[src/rtl/mem_port_arbiter.sv]
// mem_port_arbiter: shares one external memory port between instruction fetch
// and data fetch. One transaction is in flight at a time. Data fetch has
// priority, but a bounded streak counter guarantees instruction fetch progress.
module mem_port_arbiter #(
    parameter int XLEN         = 32,
    parameter int MAX_D_STREAK = 4
) (
    input  logic              clk_i,
    input  logic              rst_ni,
    // instruction requester
    input  logic              i_req_i,
    input  logic [XLEN-1:0]   i_addr_i,
    output logic [XLEN-1:0]   i_data_o,
    output logic              i_ready_o,
    // data requester
    input  logic              d_req_i,
    input  logic              d_we_i,
    input  logic [XLEN-1:0]   d_addr_i,
    input  logic [XLEN-1:0]   d_wdata_i,
    input  logic [XLEN/8-1:0] d_be_i,
    output logic [XLEN-1:0]   d_rdata_o,
    output logic              d_ready_o,
    // memory port
    output logic              m_req_o,
    output logic              m_we_o,
    output logic [XLEN-1:0]   m_addr_o,
    output logic [XLEN-1:0]   m_wdata_o,
    output logic [XLEN/8-1:0] m_be_o,
    input  logic [XLEN-1:0]   m_rdata_i,
    input  logic              m_ready_i,
    // pipeline stalls
    output logic              stall_for_instr_fetch_o,
    output logic              stall_for_data_fetch_o
);

    localparam int STREAK_W = $clog2(MAX_D_STREAK + 1);
    localparam logic [STREAK_W-1:0] STREAK_MAX = STREAK_W'(MAX_D_STREAK);

    typedef enum logic [1:0] {
        IDLE,
        BUSY_I,
        BUSY_D,
        DONE
    } state_t;

    state_t              state;
    state_t              state_next;
    logic [STREAK_W-1:0] streak;
    logic                grant_d;
    logic                grant_i;
    logic                i_done;
    logic                d_done;

    // Grant decision in IDLE: D wins unless I has already waited out a full D streak.
    always_comb begin
        // NOTE: every always_comb output gets a default first so no path can infer a latch.
        grant_d = 1'b0;
        grant_i = 1'b0;
        if (state == IDLE) begin
            grant_d = d_req_i && (!i_req_i || (streak < STREAK_MAX));
            grant_i = i_req_i && !grant_d;
        end
    end

    // The port is busy exactly while a transaction is outstanding; m_ready_i only counts then.
    assign m_req_o = (state == BUSY_I) || (state == BUSY_D);
    assign i_done  = (state == BUSY_I) && m_ready_i;
    assign d_done  = (state == BUSY_D) && m_ready_i;

    // Next-state logic for the one-transaction-at-a-time sequencer.
    always_comb begin
        state_next = state;
        case (state)
            IDLE: begin
                if (grant_d) begin
                    state_next = BUSY_D;
                end else if (grant_i) begin
                    state_next = BUSY_I;
                end
            end
            BUSY_I, BUSY_D: begin
                if (m_ready_i) begin
                    state_next = DONE;
                end
            end
            DONE:    state_next = IDLE;
            default: state_next = IDLE;
        endcase
    end

    // State register.
    always_ff @(posedge clk_i or negedge rst_ni) begin
        // NOTE: sequential state uses non-blocking assignments so every register samples pre-edge values.
        if (!rst_ni) begin
            state <= IDLE;
        end else begin
            state <= state_next;
        end
    end

    // Capture the winner's request into the memory port; held stable while busy.
    always_ff @(posedge clk_i or negedge rst_ni) begin
        if (!rst_ni) begin
            m_we_o    <= 1'b0;
            m_addr_o  <= '0;
            m_wdata_o <= '0;
            m_be_o    <= '0;
        end else if (grant_d) begin
            m_we_o    <= d_we_i;
            m_addr_o  <= d_addr_i;
            m_wdata_o <= d_wdata_i;
            m_be_o    <= d_be_i;
        end else if (grant_i) begin
            m_we_o    <= 1'b0;
            m_addr_o  <= i_addr_i;
            m_be_o    <= '1;
        end
    end

    // Completion: one-cycle ready pulse; read data held until the same requester completes again.
    always_ff @(posedge clk_i or negedge rst_ni) begin
        if (!rst_ni) begin
            i_ready_o <= 1'b0;
            d_ready_o <= 1'b0;
            i_data_o  <= '0;
            d_rdata_o <= '0;
        end else begin
            i_ready_o <= i_done;
            d_ready_o <= d_done;
            if (i_done) begin
                i_data_o <= m_rdata_i;
            end
            if (d_done) begin
                d_rdata_o <= m_rdata_i;
            end
        end
    end

    // Anti-starvation streak: counts D grants taken while I was waiting.
    always_ff @(posedge clk_i or negedge rst_ni) begin
        if (!rst_ni) begin
            streak <= '0;
        end else if (grant_d) begin
            if (!i_req_i) begin
                streak <= '0;
            end else if (streak != STREAK_MAX) begin
                streak <= streak + 1'b1;
            end
        end else if (grant_i) begin
            streak <= '0;
        end
    end

    assign stall_for_instr_fetch_o = i_req_i && !i_ready_o;
    assign stall_for_data_fetch_o  = d_req_i && !d_ready_o;

endmodule
[config.mk]
export PLATFORM = sky130hd
export DESIGN_NAME = mem_port_arbiter
export DESIGN_NICKNAME = d
export VERILOG_FILES = /design/src/rtl/mem_port_arbiter.sv
export SDC_FILE = /design/constraint.sdc
export NUM_CORES = 1
export LEC_CHECK = 0
export CAP_MARGIN = 20
export CORE_MARGIN = 2
export CORE_UTILIZATION = 37
export CTS_BUF_LIST = sky130_fd_sc_hd__clkbuf_16
export DETAILED_ROUTE_END_ITERATION = 8
export GPL_TIMING_DRIVEN = 1
export PLACE_DENSITY = 0.77
export SYNTH_ARGS = -nofsm -noshare
export SYNTH_HDL_FRONTEND = slang
export SYNTH_SLANG_ARGS = --single-unit
[constraint.sdc]
create_clock -name clk_i -period 1.9 [get_ports clk_i]
set_clock_uncertainty 0.05 [all_clocks]
set_input_delay 0.19 -clock clk_i [delete_from_list [all_inputs] [get_ports clk_i]]
set_output_delay 0.19 -clock clk_i [all_outputs]
set_load 0.005 [all_outputs]
==> results by group <==
Status
  – Status: complete, no violations

Floorplan
  – Die height: 128 um
  – Site Rows: 45
  – Starting Density: 37.7%
  – IO Pins: 276
  – CORE AREA: 15100 um^2
  – Area of the die: 16500 um^2
  – Die Width: 128 um

Clock network
  – TritonCTS clock tree: yes
  – Postcts setup bufs: 0
  – Clock slew at reported path FFs: 60 ps
  – Cts bufs inserted: 17
  – H-tree depth: 4
  – Clock Path Buffers: 2
  – Worst skew pair latency: 410 ps
  – Root Buffer: clkbuf_16
  – Num Clock Sinks: 140

Setup path
  – Slowest stage cell, crit path: clkdlybuf4s50_1
  – Crit path max-delay family: buffers and inverters
  – CP arrival: 1510 ps
  – CP Capture Type: primary output
  – Worst path depth: 3
  – R2r worst-path depth: 6
  – Most used cell, CP: clkdlybuf4s50_1
  – Slowest cell delay on critical path: 590 ps
  – Critical Path RT: 1660 ps
  – Crit path buf inv count: 2
  – Worst-path fanout max: 7
  – Setup crit start kind: primary input
  – Worst Path Class, Setup: primary input to primary output
  – Crit-path cells: clkdlybuf4s50_1, nor2b_1, clkdlybuf4s50_1

Synthesis
  – Ys flop type: dfrtp_1
  – Async SR Flop Fraction: 100%
  – Synth Area in Compound Gates: 8.17%
  – Leading area contributor after synthesis: dfrtp_1
  – Yosys top cell area share: 61.3%
  – Syn avg cell area: 13.2 um^2
  – EDFF count, synth: 0
  – Post-Synth XOR/XNOR Area: 0%
  – Top-count cell post-synth: dfrtp_1
  – Synth cell count leaders: dfrtp_1, mux2_2, o21ai_0
  – Post-Syn Area: 5710 um^2
  – Netlist cell types: 24
  – Largest family of logic cells by synthesized area: multiplexers
  – Synthesized net count: 576
  – Post-Syn Instances: 433
  – Main area contributors after synthesis: dfrtp_1, mux2_2, mux2_4
  – Multiplexer area fraction after synthesis: 20.2%
  – Sequential element share of the synthesized area: 61.3%
  – FF+latch count, synth: 140
  – Synth Area in Adders: 1.09%
  – Yosys warns: 0
  – Simple-Gate Fraction of Synth Area: 6.00%

Flow run
  – Max Cap Violations: 0

Finish
  – Share of post-route cells with drive strength above 1: 20.2%
  – Layout Nets: 858
  – Layout area overhead: 64.2%
  – Finished Cell Area: 9380 um^2
  – Antenna fix cells: 0

Timing
  – Final period utilization: 92.3%
  – Final setup viols: 0
  – Slew @ Worst Pin: 440 ps
  – Hold slack: 241 ps
  – Endpoints failing hold: 0
  – RSZ-0062 raised after global routing: no
  – Peak Freq: 0.571 GHz
  – Slew Limit Fails: 0
  – Slew margin rel.: 70.3%
  – Final min period: 1750 ps
  – TNS Setup: 0 ps

Global route
  – Largest net degree at the start of global routing: 44
  – First-pass GRT wire length: 25100 um
  – Total GRT Usage: 19.7%
  – Initial antenna violation count: 0
  – Vias in the first global route: 4955
  – Total grt overflow: 0

Routing
  – Max layer used: met4
  – DRT antenna net count: 0
  – Drc violations: 0
  – Detailed Route WL: 16000 um
  – Wire per inst: 17.5 um
  – Via count: 4617
  – Wl on met1: 5980 um
  – Drt initial violations: 180
  – DR WL met2: 8280 um
  – Via density: 5.04
  – DRT Pass-1 Iters: 4
  – Met3 routed WL: 1370 um

Power
  – Max VDD drop: 0.663 mV
  – Net Sw Frac: 28.4%
  – PwrDens: 1630 nW/um^2
  – Clk pwr share: 21.1%
  – Sequential Power Share: 34.7%
  – Gate power share: 44.2%
  – Leakage: 3.92 nW
  – Net switching power: 4.35 mW
  – Internal Power: 11.0 mW

Placed design
  – Port buffer count: 275
  – DP Wirelength: 11900 um
  – Gpl congestion: 0.788
  – Post-DP Area: 8780 um^2

Min path
  – Worst min path class: primary input to async pin
-- stage by stage --
step | setup slack (ps) | power, mW | std cells | util [%]
floorplan | 154 | 7.97 | 433 | -
finish | 147 | 15.3 | 916 | 62.0
CTS | 89.1 | 15.5 | 916 | 61.9
detailed placement | 103 | 12.2 | 883 | 58.0
global route | 75.7 | 16.2 | 916 | 62.0
global placement | 154 | 11.9 | 883 | 58.0
-- logic make-up after synthesis --
logic type,after synthesis
flops,140
mux,98
compound gates,77
simple gates,75
buf+inv,38
fa+ha+maj,5
-- timing repair --
| action | 4_1_cts | 5_1_grt |
|---|---|---|
| hold endpoints to repair | 39 | 0 |
| endpoints found under the setup margin | 1 | 4 |
| hold buffers | 1 | 0 |
| resized for setup | 1 | 3 |
-- registers in the layout (all words and copies together), names as in the netlist --
register / count
m_we_o: 1
m_wdata_o: 32
state: 2
m_be_o: 4
i_data_o: 32
m_addr_o: 32
d_rdata_o: 32
streak: 3
i_ready_o: 1
d_ready_o: 1
-- power by group through the flow --
stage	Clock (mW)	Combinational (mW)	Sequential, mW
finish	3.23	6.77	5.31
CTS	3.31	6.83	5.33
global placement	0	6.61	5.26
global route	3.45	7.29	5.50
floorplan	0	2.60	5.36
detailed placement	0	6.81	5.35
-- cell type report --
class,count,area [um^2]
Tap cell,188,235
Fill cell,1127,5760
Multi-Input combinational cell,255,2040
Clock inverter,15,154
Timing Repair Buffer,294,3000
Sequential cell,140,3500
Clock buffer,17,425
Inverter,7,26.3
-- worst reg2reg max path: cells and delay by family, from the launching register on --
family / cells / cell delay (ps)
flops: 1 / 370
simple gates: 2 / 250
buf+inv: 2 / 320
mux: 1 / 400
fa+ha+maj: 1 / 230
-- final timing paths --
kind / slack, ps / to / startpoint
max in group asynchronous: 990 / m_addr_o[12]$_DFFE_PN0P_ / rst_ni
min reg2reg: 440 / m_be_o[0]$_DFFE_PN0P_ / m_be_o[0]$_DFFE_PN0P_
min in group clk_i: 300 / m_addr_o[29]$_DFFE_PN0P_ / d_addr_i[29]
min: 240 / m_wdata_o[5]$_DFFE_PN0N_ / rst_ni
max: 150 / stall_for_instr_fetch_o / i_req_i
max reg2reg: 160 / m_wdata_o[12]$_DFFE_PN0N_ / state[0]$_DFFE_PN0P_
-- routing by layer --
metal	global-route usage, %	vias up
met5	0	-
met4	8.47	0
met3	6.97	37
met2	34.4	208
met1	21.6	2266
li1	-	2106
-- placed cells by master (no fill, tap or decap), drive strengths merged --
master / synthesis / final
a22o: 3 / 3
dlygate4sd3: 0 / 1
nor2: 32 / 32
a32o: 2 / 2
nand3: 32 / 32
nor3b: 1 / 1
o21a: 1 / 1
ha: 5 / 5
o21ai: 34 / 34
nand2: 5 / 5
bufinv: 0 / 3
o22a: 4 / 4
inv: 7 / 10
and2: 2 / 2
dlygate4sd2: 0 / 1
mux2: 98 / 98
clkbuf: 16 / 17
a22oi: 1 / 1
buf: 15 / 19
nor2b: 2 / 2
dfrtp: 140 / 140
clkdlybuf4s50: 0 / 273
a31oi: 32 / 32
or3b: 1 / 1
clkinv: 0 / 9
(Power assumes the default switching activity.)
